<file path="config.mk">
export PLATFORM = sky130hd
export DESIGN_NAME = even_div_ctrl
export DESIGN_NICKNAME = d
export VERILOG_FILES = /design/src/rtl/even_div_pkg.sv /design/src/rtl/div_phase_cnt.sv /design/src/rtl/even_div_ctrl.sv
export SDC_FILE = /design/constraint.sdc
export NUM_CORES = 1
export LEC_CHECK = 0
export CORE_MARGIN = 5
export CORE_UTILIZATION = 48
export DETAILED_ROUTE_END_ITERATION = 7
export PLACE_DENSITY = 0.73
export SYNTH_ARGS = -nofsm -noshare
export SYNTH_HDL_FRONTEND = slang
export SYNTH_SLANG_ARGS = --single-unit
</file>
<file path="constraint.sdc">
create_clock -name clk -period 7.4 [get_ports clk]
set_input_delay 1.48 -clock clk [delete_from_list [all_inputs] [get_ports clk]]
set_output_delay 1.48 -clock clk [all_outputs]
set_load 0.01 [all_outputs]
</file>
<file path="src/rtl/even_div_pkg.sv">
// Shared types and defaults for the even clock divider controller.
package even_div_pkg;

    // Default half-period counter width.
    localparam int CNT_W_DEF = 8;

    // Half-period loaded at reset (ratio 10).
    localparam int DEFAULT_HALF_DEF = 5;

    // A half-period of zero has no meaning and is rejected at the config port.
    localparam int HALF_ILLEGAL = 0;

    // Controller states: IDLE (output parked low), RUN, STOP (finishing the
    // current period before parking).
    typedef enum logic [1:0] {
        IDLE = 2'd0,
        RUN  = 2'd1,
        STOP = 2'd2
    } state_e;

endpackage

</file>
<file path="src/rtl/div_phase_cnt.sv">
// Phase counter for the even divider: owns the half-period count and the
// divided clock register, and flags the last cycle of each phase.
module div_phase_cnt #(
    parameter int CNT_W = 8
) (
    input  logic             clk,
    input  logic             rstn,
    input  logic             run_i,
    input  logic [CNT_W-1:0] half_i,
    output logic             clk_div_o,
    output logic             half_end_o,
    output logic             low_end_o
);

    logic [CNT_W-1:0] cnt_q, cnt_d;
    logic             clk_div_q, clk_div_d;
    // Set while a waveform is in progress; its rising edge starts a new
    // waveform with a high phase regardless of the current count.
    logic             active_q, active_d;
    logic             last_cnt;

    assign last_cnt   = (cnt_q == half_i - CNT_W'(1));
    assign half_end_o = active_q && clk_div_q && last_cnt;
    assign low_end_o  = active_q && !clk_div_q && last_cnt;
    assign clk_div_o  = clk_div_q;

    // Next count / level: park low when not running, rise on start or at the
    // end of a low phase, fall at the end of a high phase, otherwise count.
    always_comb begin
        // NOTE: every signal gets a default first so no path leaves it unassigned (no latch).
        cnt_d     = cnt_q;
        clk_div_d = clk_div_q;
        active_d  = run_i;
        if (!run_i) begin
            cnt_d     = '0;
            clk_div_d = 1'b0;
        end else if (!active_q || low_end_o) begin
            cnt_d     = '0;
            clk_div_d = 1'b1;
        end else if (half_end_o) begin
            cnt_d     = '0;
            clk_div_d = 1'b0;
        end else begin
            cnt_d = cnt_q + CNT_W'(1);
        end
    end

    // Counter and divided-clock registers with synchronous reset.
    always_ff @(posedge clk) begin
        // NOTE: state registers use non-blocking assignments so all flops update together.
        if (!rstn) begin
            cnt_q     <= '0;
            clk_div_q <= 1'b0;
            active_q  <= 1'b0;
        end else begin
            cnt_q     <= cnt_d;
            clk_div_q <= clk_div_d;
            active_q  <= active_d;
        end
    end

endmodule

</file>
<file path="src/rtl/even_div_ctrl.sv">
// Run-time controller for the even clock divider: start/stop FSM, glitch-free
// ratio changes through a one-deep pending-config register, and tick/status.
module even_div_ctrl
    import even_div_pkg::*;
#(
    parameter int CNT_W        = CNT_W_DEF,
    // Must be >= 1.
    parameter int DEFAULT_HALF = DEFAULT_HALF_DEF
) (
    input  logic             clk,
    input  logic             rstn,
    input  logic             en,
    input  logic             cfg_valid,
    input  logic [CNT_W-1:0] cfg_half,
    output logic             cfg_ready,
    output logic             cfg_err,
    output logic             clk_div,
    output logic             tick,
    output logic [CNT_W-1:0] cur_half,
    output logic             busy
);

    state_e           state_q, state_d;
    logic [CNT_W-1:0] cur_half_q, cur_half_d;
    logic [CNT_W-1:0] pend_half_q, pend_half_d;
    logic             pend_valid_q, pend_valid_d;
    logic             tick_q, tick_d;
    logic             cfg_err_q, cfg_err_d;

    logic             run;
    logic             half_end;
    logic             low_end;
    logic             boundary;
    logic             cfg_accept;
    logic             cfg_illegal;

    div_phase_cnt #(
        .CNT_W (CNT_W)
    ) u_phase_cnt (
        .clk        (clk),
        .rstn       (rstn),
        .run_i      (run),
        .half_i     (cur_half_q),
        .clk_div_o  (clk_div),
        .half_end_o (half_end),
        .low_end_o  (low_end)
    );

    // Only the end of a low phase is a period boundary; a high-phase end
    // never applies a config or stops the output.
    assign boundary    = low_end && !half_end;

    assign cfg_ready   = !pend_valid_q;
    assign cfg_accept  = cfg_valid && cfg_ready;
    assign cfg_illegal = (cfg_half == CNT_W'(HALF_ILLEGAL));

    assign busy        = (state_q != IDLE);
    assign tick        = tick_q;
    assign cfg_err     = cfg_err_q;
    assign cur_half    = cur_half_q;

    // FSM state register.
    always_ff @(posedge clk) begin
        if (!rstn) begin
            state_q <= IDLE;
        end else begin
            state_q <= state_d;
        end
    end

    // FSM next state: STOP parks only at a period boundary so no runt pulse.
    always_comb begin
        state_d = state_q;
        unique case (state_q)
            IDLE:    if (en) state_d = RUN;
            RUN:     if (!en) state_d = STOP;
            STOP: begin
                if (boundary) begin
                    state_d = IDLE;
                end else if (en) begin
                    state_d = RUN;
                end
            end
            default: state_d = IDLE;
        endcase
    end

    // FSM outputs: counter run request and next tick (each rising edge).
    always_comb begin
        run    = 1'b0;
        tick_d = 1'b0;
        unique case (state_q)
            IDLE: begin
                run    = en;
                tick_d = en;
            end
            RUN: begin
                run    = 1'b1;
                tick_d = boundary;
            end
            STOP: begin
                run    = !boundary;
                tick_d = 1'b0;
            end
            default: begin
                run    = 1'b0;
                tick_d = 1'b0;
            end
        endcase
    end

    // Config handshake: idle updates take effect directly; while running the
    // value waits in the pending register until the next period boundary.
    always_comb begin
        cur_half_d   = cur_half_q;
        pend_half_d  = pend_half_q;
        pend_valid_d = pend_valid_q;
        cfg_err_d    = cfg_accept && cfg_illegal;

        // A pending value still held when the FSM parks (accepted at the
        // stopping boundary) is applied in IDLE so the port cannot stall.
        if (pend_valid_q && (boundary || state_q == IDLE)) begin
            cur_half_d   = pend_half_q;
            pend_valid_d = 1'b0;
        end

        // Mutually exclusive with the apply above: acceptance needs an empty slot.
        if (cfg_accept && !cfg_illegal) begin
            if (state_q == IDLE) begin
                cur_half_d = cfg_half;
            end else begin
                pend_valid_d = 1'b1;
                pend_half_d  = cfg_half;
            end
        end
    end

    // Config, pending and registered-output flops.
    always_ff @(posedge clk) begin
        if (!rstn) begin
            cur_half_q   <= CNT_W'(DEFAULT_HALF);
            // NOTE: the pending value is a single register, so it is reset along with its valid bit.
            pend_half_q  <= '0;
            pend_valid_q <= 1'b0;
            tick_q       <= 1'b0;
            cfg_err_q    <= 1'b0;
        end else begin
            cur_half_q   <= cur_half_d;
            pend_half_q  <= pend_half_d;
            pend_valid_q <= pend_valid_d;
            tick_q       <= tick_d;
            cfg_err_q    <= cfg_err_d;
        end
    end

endmodule
</file>
==> impl_metrics.csv, run 1 <==
group,metric,value,unit
run_status,status,"finished clean",
pwr,intPower,243,uW
sta,slew_violations,0,
synthesis,syn_inst,166,
global_routing,gr-total-overflow,0,
cts,cts_tree,"done",
routing,drc,0,
pwr,p_leak,0.000756,uW
synthesis,yosys_warnings,0,
pwr,p_comb_share,17.8,%
flow_run,maxCapViolCount,0,
critical_path,crit_fanout,9,
critical_path,worstSetupPathType,"in -> reg",
placement,dp_hpwl,2.76,mm
layout,fin_util,60.6,%
routing,viasPerCell,5.41,
routing,first_pass_iters,7,
cts,cts_sinks,31,
critical_path,cp_data_arrival_time,3350,ps
sta,setup-tns-final,0,ps
layout,multi_input_area,855,um^2
sta,hold_viol_final,0,
pwr,ir_drop,120,uV
synthesis,yosys-top-cells-area,"dfxtp_1, mux2i_1, xor2_1",
layout,drive_above_1_share,8.25,%
synthesis,ys.flop_type,"dfxtp_1",
sta,finClkSkew,13.9,ps
cts,clock_path_buffers,2,
die,die_y,66.3,um
worst_hold_path,hp-class,"reg -> reg",
die,dieArea,4400,um^2
pwr,p_per_area,185,nW/um^2
cts,cts_setup_buffers,0,
critical_path,worst_setup_path_end_kind,"flip-flop",
layout,seqCellArea,621,um^2
die,fp.dieW,66.3,um
routing,drt_wl_total,3.59,mm
layout,n_fill_cell,298,
critical_path,required,7640,ps
routing,drtIter0Drc,69,
synthesis,syn_nets,180,
sta,hold-worst-slack,438,ps
placement,gp_congestion,0.848,
cts,cts_root_buffer,"clkbuf_4",
cts,cts.clk_slew.worst_paths,110,ps
synthesis,ys_ff_latch,31,
sta,rsz0062_at_grt,"no",
synthesis,synth_area,1520,um^2
synthesis,synth_area_per_cell,9.18,um^2
global_routing,grt_pass1_vias,1352,
routing,wl_per_cell,15.1,um
placement,io_buffers,24,
sta,period_needed,3120,ps
cts,cts-resized-gates,0,
layout,syn_to_final_growth,21.4,%
sta,timing.final.crit_share,42.1,%
sta,worst_pin_slew,886,ps
cts,clk_latency,350,ps
synthesis,yosysTopAreaCell,"dfxtp_1",
pwr,power_frac_seq,53.7,%
cts,ctsHoldBuffers,0,
layout,layout.nets,207,
pwr,power.switching,98.2,uW
synthesis,seq_area_frac_synth,40.7,%
die,rows,20,
layout,diodes,0,
routing,vias,1287,
pwr,finalPower,342,uW
routing,antenna_left,0,
pwr,sw_frac_of_total,28.7,%
sta,fmax,321,MHz
die,ios,25,
global_routing,antenna_found_initial,0,
sta,setup_violations,0,
die,core,3050,um^2
cts,h-tree-depth,2,
synthesis,async_flop_share,0,%
global_routing,track_usage,18.4,%
global_routing,grt_start_max_net_pins,14,
cts,numCtsBuffers,5,
pwr,p_clk_share,28.5,%
die,initial_core_util,49.9,%
critical_path,cp-start-kind,"input port",
sta,relSlewSlack,40.7,%
synthesis,synth_edf_count,0,
global_routing,grt_first_pass_wirelength,6.05,mm
synthesis,synthDistinctLibCells,40,
synthesis,synth_top_area_share,40.7,%
-- power by group through the flow --
| stage | Sequential, uW | Combinational [uW] | Clock [uW] |
|---|---|---|---|
| after global placement | 187 | 58.9 | 0 |
| after detailed placement | 187 | 60.7 | 0 |
| after global routing | 185 | 66.9 | 108 |
| after floorplan | 187 | 35.6 | 0 |
| final | 183 | 60.8 | 97.3 |
| after CTS | 183 | 61.2 | 97.5 |
-- cell usage after synthesis (2+ instances only) --
| cell type | instances |
|---|---|
| a21oi_1 | 2 |
| and3_1 | 5 |
| clkbuf_1 | 3 |
| dfxtp_1 | 31 |
| ha_1 | 2 |
| inv_1 | 7 |
| mux2_4 | 2 |
| mux2i_1 | 16 |
| nand2_1 | 8 |
| nand2b_1 | 2 |
| nand3_1 | 8 |
| nor2_1 | 21 |
| nor3_1 | 6 |
| nor4_1 | 4 |
| o21ai_0 | 7 |
| o22a_1 | 2 |
| or3_1 | 3 |
| xnor2_1 | 5 |
| xor2_1 | 11 |
-- layout by cell type (no fill, tap or decap), types with 3 or more instances in the layout --
cell type / n
nor4_1: 4
mux2i_1: 16
o21ai_0: 7
nor2_1: 21
and3_1: 5
clkbuf_4: 5
nand3_1: 8
inv_1: 7
xnor2_1: 5
or3_1: 3
nand2_1: 8
dfxtp_1: 31
clkdlybuf4s50_1: 24
xor2_1: 11
nor3_1: 6
-- worst max-delay path: stages --
cell and delay [ps]:
clkdlybuf4s50_1 520, nor4_1 80, nand2_1 80, nand3_1 140, nor2_1 710, mux2i_1 290, nor2_1 60
-- cell families after synthesis --
kind of cell	Yosys count	share of synthesized area [%]
AO/OA/AOI/OAI	22	10.0
XOR/XNOR	16	9.20
adder cells (fa/ha/maj)	2	1.64
buffers and inverters	11	3.20
flip-flops	31	40.7
multiplexers	18	12.5
AND/OR/NAND/NOR	66	22.7
-- sequential cells by signal, indices dropped and copies added, names as in the netlist --
register	cells
u_phase_cnt.cnt_q	8
pend_half_q	8
u_phase_cnt.active_q	1
u_phase_cnt.clk_div_o	1
cfg_err	1
cur_half	8
tick	1
pend_valid_q	1
state_q	2
-- through the flow --
stage | area [um^2] | setup WS, ps | std cells
floorplan | 1520 | 4720 | 166
global route | 1850 | 4170 | 238
CTS | 1850 | 4260 | 238
finish | 1850 | 4280 | 238
global placement | 1800 | 3980 | 230
detailed placement | 1800 | 3910 | 230
-- area by class of cell --
class / count / share of cell area (%)
clock buffers: 6 / 2.23
clock inverters: 2 / 0.676
inverters: 7 / 1.42
multi-input cells: 124 / 46.2
flip-flops and latches: 31 / 33.5
well taps: 44 / 2.97
repair buffers: 24 / 13.0
-- worst paths after layout --
kind | from | to | slack, ps | cells after the start
hold / removal | pend_valid_q | cfg_err | 440 | 1
setup reg to reg | cur_half[0] | cur_half[0] | 4690 | 8
hold reg to reg | pend_valid_q | cfg_err | 440 | 1
setup / recovery | cfg_half[5] | pend_half_q[2] | 4280 | 7
-- layer usage --
| metal | vias up | GRT usage [%] | share of wire [%] |
|---|---|---|---|
| met5 | - | 0 | 0 |
| met4 | 0 | 8.38 | 1.3 |
| met3 | 7 | 4.25 | 3.8 |
| met2 | 28 | 32.2 | 50 |
| met1 | 611 | 20.8 | 45 |
| li1 | 641 | - | - |
No activity file was read; power rests on OpenSTA's default activity.
==> run 2, diff against run 1 <==
clock period = 3.2 ns   (was 7.4 ns; I/O delays follow)
==> impl_metrics.csv, run 2 (synthesized netlist as in run 1, its figures left out) <==
group,metric,value,unit
critical_path,r2r_cells,8,
critical_path,cp-start-kind,"flip-flop",
global_routing,grt_first_pass_wirelength,5.91,mm
global_routing,gr-total-overflow,0,
placement,dp_hpwl,2.60,mm
layout,drive_above_1_share,8.25,%
layout,syn_to_final_growth,24.5,%
cts,h-tree-depth,2,
critical_path,rrSetupSlack,450,ps
die,fp.dieW,66.3,um
sta,fmax,364,MHz
sta,relSlewSlack,41.5,%
global_routing,track_usage,17.7,%
sta,slew_violations,0,
flow_run,maxCapViolCount,0,
global_routing,grt_start_max_net_pins,14,
global_routing,antenna_found_initial,0,
sta,finClkSkew,8.73,ps
placement,io_buffers,24,
critical_path,crit_path_cell_trace,"inv_1, ha_1, o21ba_2, a221oi_1, o221ai_1, o32a_1, mux2_4, o22a_1",
worst_hold_path,hp-class,"reg -> reg",
layout,layout.nets,207,
pwr,ir_drop,277,uV
critical_path,critPathSlowestCell,"dfxtp_1",
layout,layout_common_cells,"dfxtp_1, clkdlybuf4s50_1, nor2_1, mux2i_1, xor2_1",
critical_path,endpoint,"cur_half[2]",
cts,cts_sinks,31,
critical_path,required,3430,ps
cts,cts_tree,"done",
die,dieArea,4400,um^2
sta,period_needed,2750,ps
sta,setup_violations,0,
die,ios,25,
critical_path,critical_path.startpoint,"cur_half[0]",
cts,numCtsBuffers,5,
cts,cts.clk_slew.worst_paths,90,ps
cts,clock_path_buffers,2,
routing,wl_per_cell,14.5,um
run_status,status,"finished clean",
routing,antenna_left,0,
cts,cts_setup_buffers,0,
die,core,3050,um^2
sta,layout_setup_ws,451,ps
routing,drt_wl_total,3.46,mm
die,die_y,66.3,um
die,initial_core_util,49.9,%
sta,worst_pin_slew,874,ps
critical_path,worst_setup_path_end_kind,"flip-flop",
routing,viasPerCell,5.50,
sta,setup-tns-final,0,ps
layout,diodes,0,
critical_path,worstSetupPathType,"reg -> reg",
global_routing,grt_pass1_vias,1315,
cts,cts-resized-gates,0,
critical_path,crit_fanout,8,
cts,cts_root_buffer,"clkbuf_4",
layout,final_common_cell,"dfxtp_1",
routing,first_pass_iters,4,
critical_path,r2r_start,"cur_half[0]",
sta,hold_viol_final,0,
placement,post-place-ws,477,ps
routing,drc,0,
pwr,p_per_area,496,nW/um^2
cts,ctsHoldBuffers,0,
placement,dp.cells,230,
routing,drtIter0Drc,42,
critical_path,max_stage_delay,490,ps
sta,rsz0062_at_grt,"no",
layout,layout.cells.non_filler,238,
placement,gp_congestion,0.786,
pwr,p_leak,0.000780,uW
critical_path,cp_data_arrival_time,2980,ps
cts,clk_latency,340,ps
sta,timing.final.crit_share,85.9,%
die,rows,20,
routing,vias,1308,
critical_path,timing.rr.end,"cur_half[2]",
[run 2: how the worst min path moves through the flow]
stage	start	endpoint	slack [ps]	depth (start not counted)
global route	pend_valid_q	cfg_err	450	1
global placement	pend_valid_q	cfg_err	430	1
floorplan	pend_valid_q	cfg_err	400	1
CTS	pend_valid_q	cfg_err	430	1
detailed placement	pend_valid_q	cfg_err	420	1
finish	pend_valid_q	cfg_err	430	1
[run 2: area by class of cell]
| cell class | count | area, um^2 |
|---|---|---|
| flip-flops and latches | 31 | 621 |
| fillers | 285 | 1150 |
| multi-input cells | 124 | 855 |
| well taps | 44 | 55.1 |
| clock inverters | 2 | 60.1 |
| inverters | 7 | 26.3 |
| repair buffers | 24 | 240 |
| clock buffers | 6 | 41.3 |
[run 2: layer usage]
| layer | vias to the layer above | GRT usage (%) | wire length [um] |
|---|---|---|---|
| met5 | - | 0 | 0 |
| met4 | 0 | 6.85 | 55 |
| met3 | 11 | 4.76 | 129 |
| met2 | 36 | 29.5 | 1740 |
| met1 | 621 | 21.5 | 1530 |
| li1 | 640 | - | - |
[run 2: power by group]
part           switching [uW]  leakage (uW)  internal, uW
sequential               21.4      0.000253           403
clock                     132     0.0000525           244
combinational            65.5      0.000474          75.2
[run 2: worst max-delay path, delay by kind of cell, from the launching register on]
family	cells	cell delay, ps
adder cells (fa/ha/maj)	1	280
flip-flops	1	490
multiplexers	1	360
AO/OA/AOI/OAI	5	1430
buffers and inverters	1	80
[run 2: per-stage QoR]
stage / hold slack (ps) / instance area, um^2 / utilization, % / power (uW)
floorplan: 397 / 1520 / - / 514
global placement: 425 / 1800 / 58.9 / 568
detailed placement: 421 / 1800 / 58.9 / 573
CTS: 435 / 1900 / 62.2 / 949
global route: 454 / 1900 / 62.2 / 984
finish: 428 / 1900 / 62.2 / 941
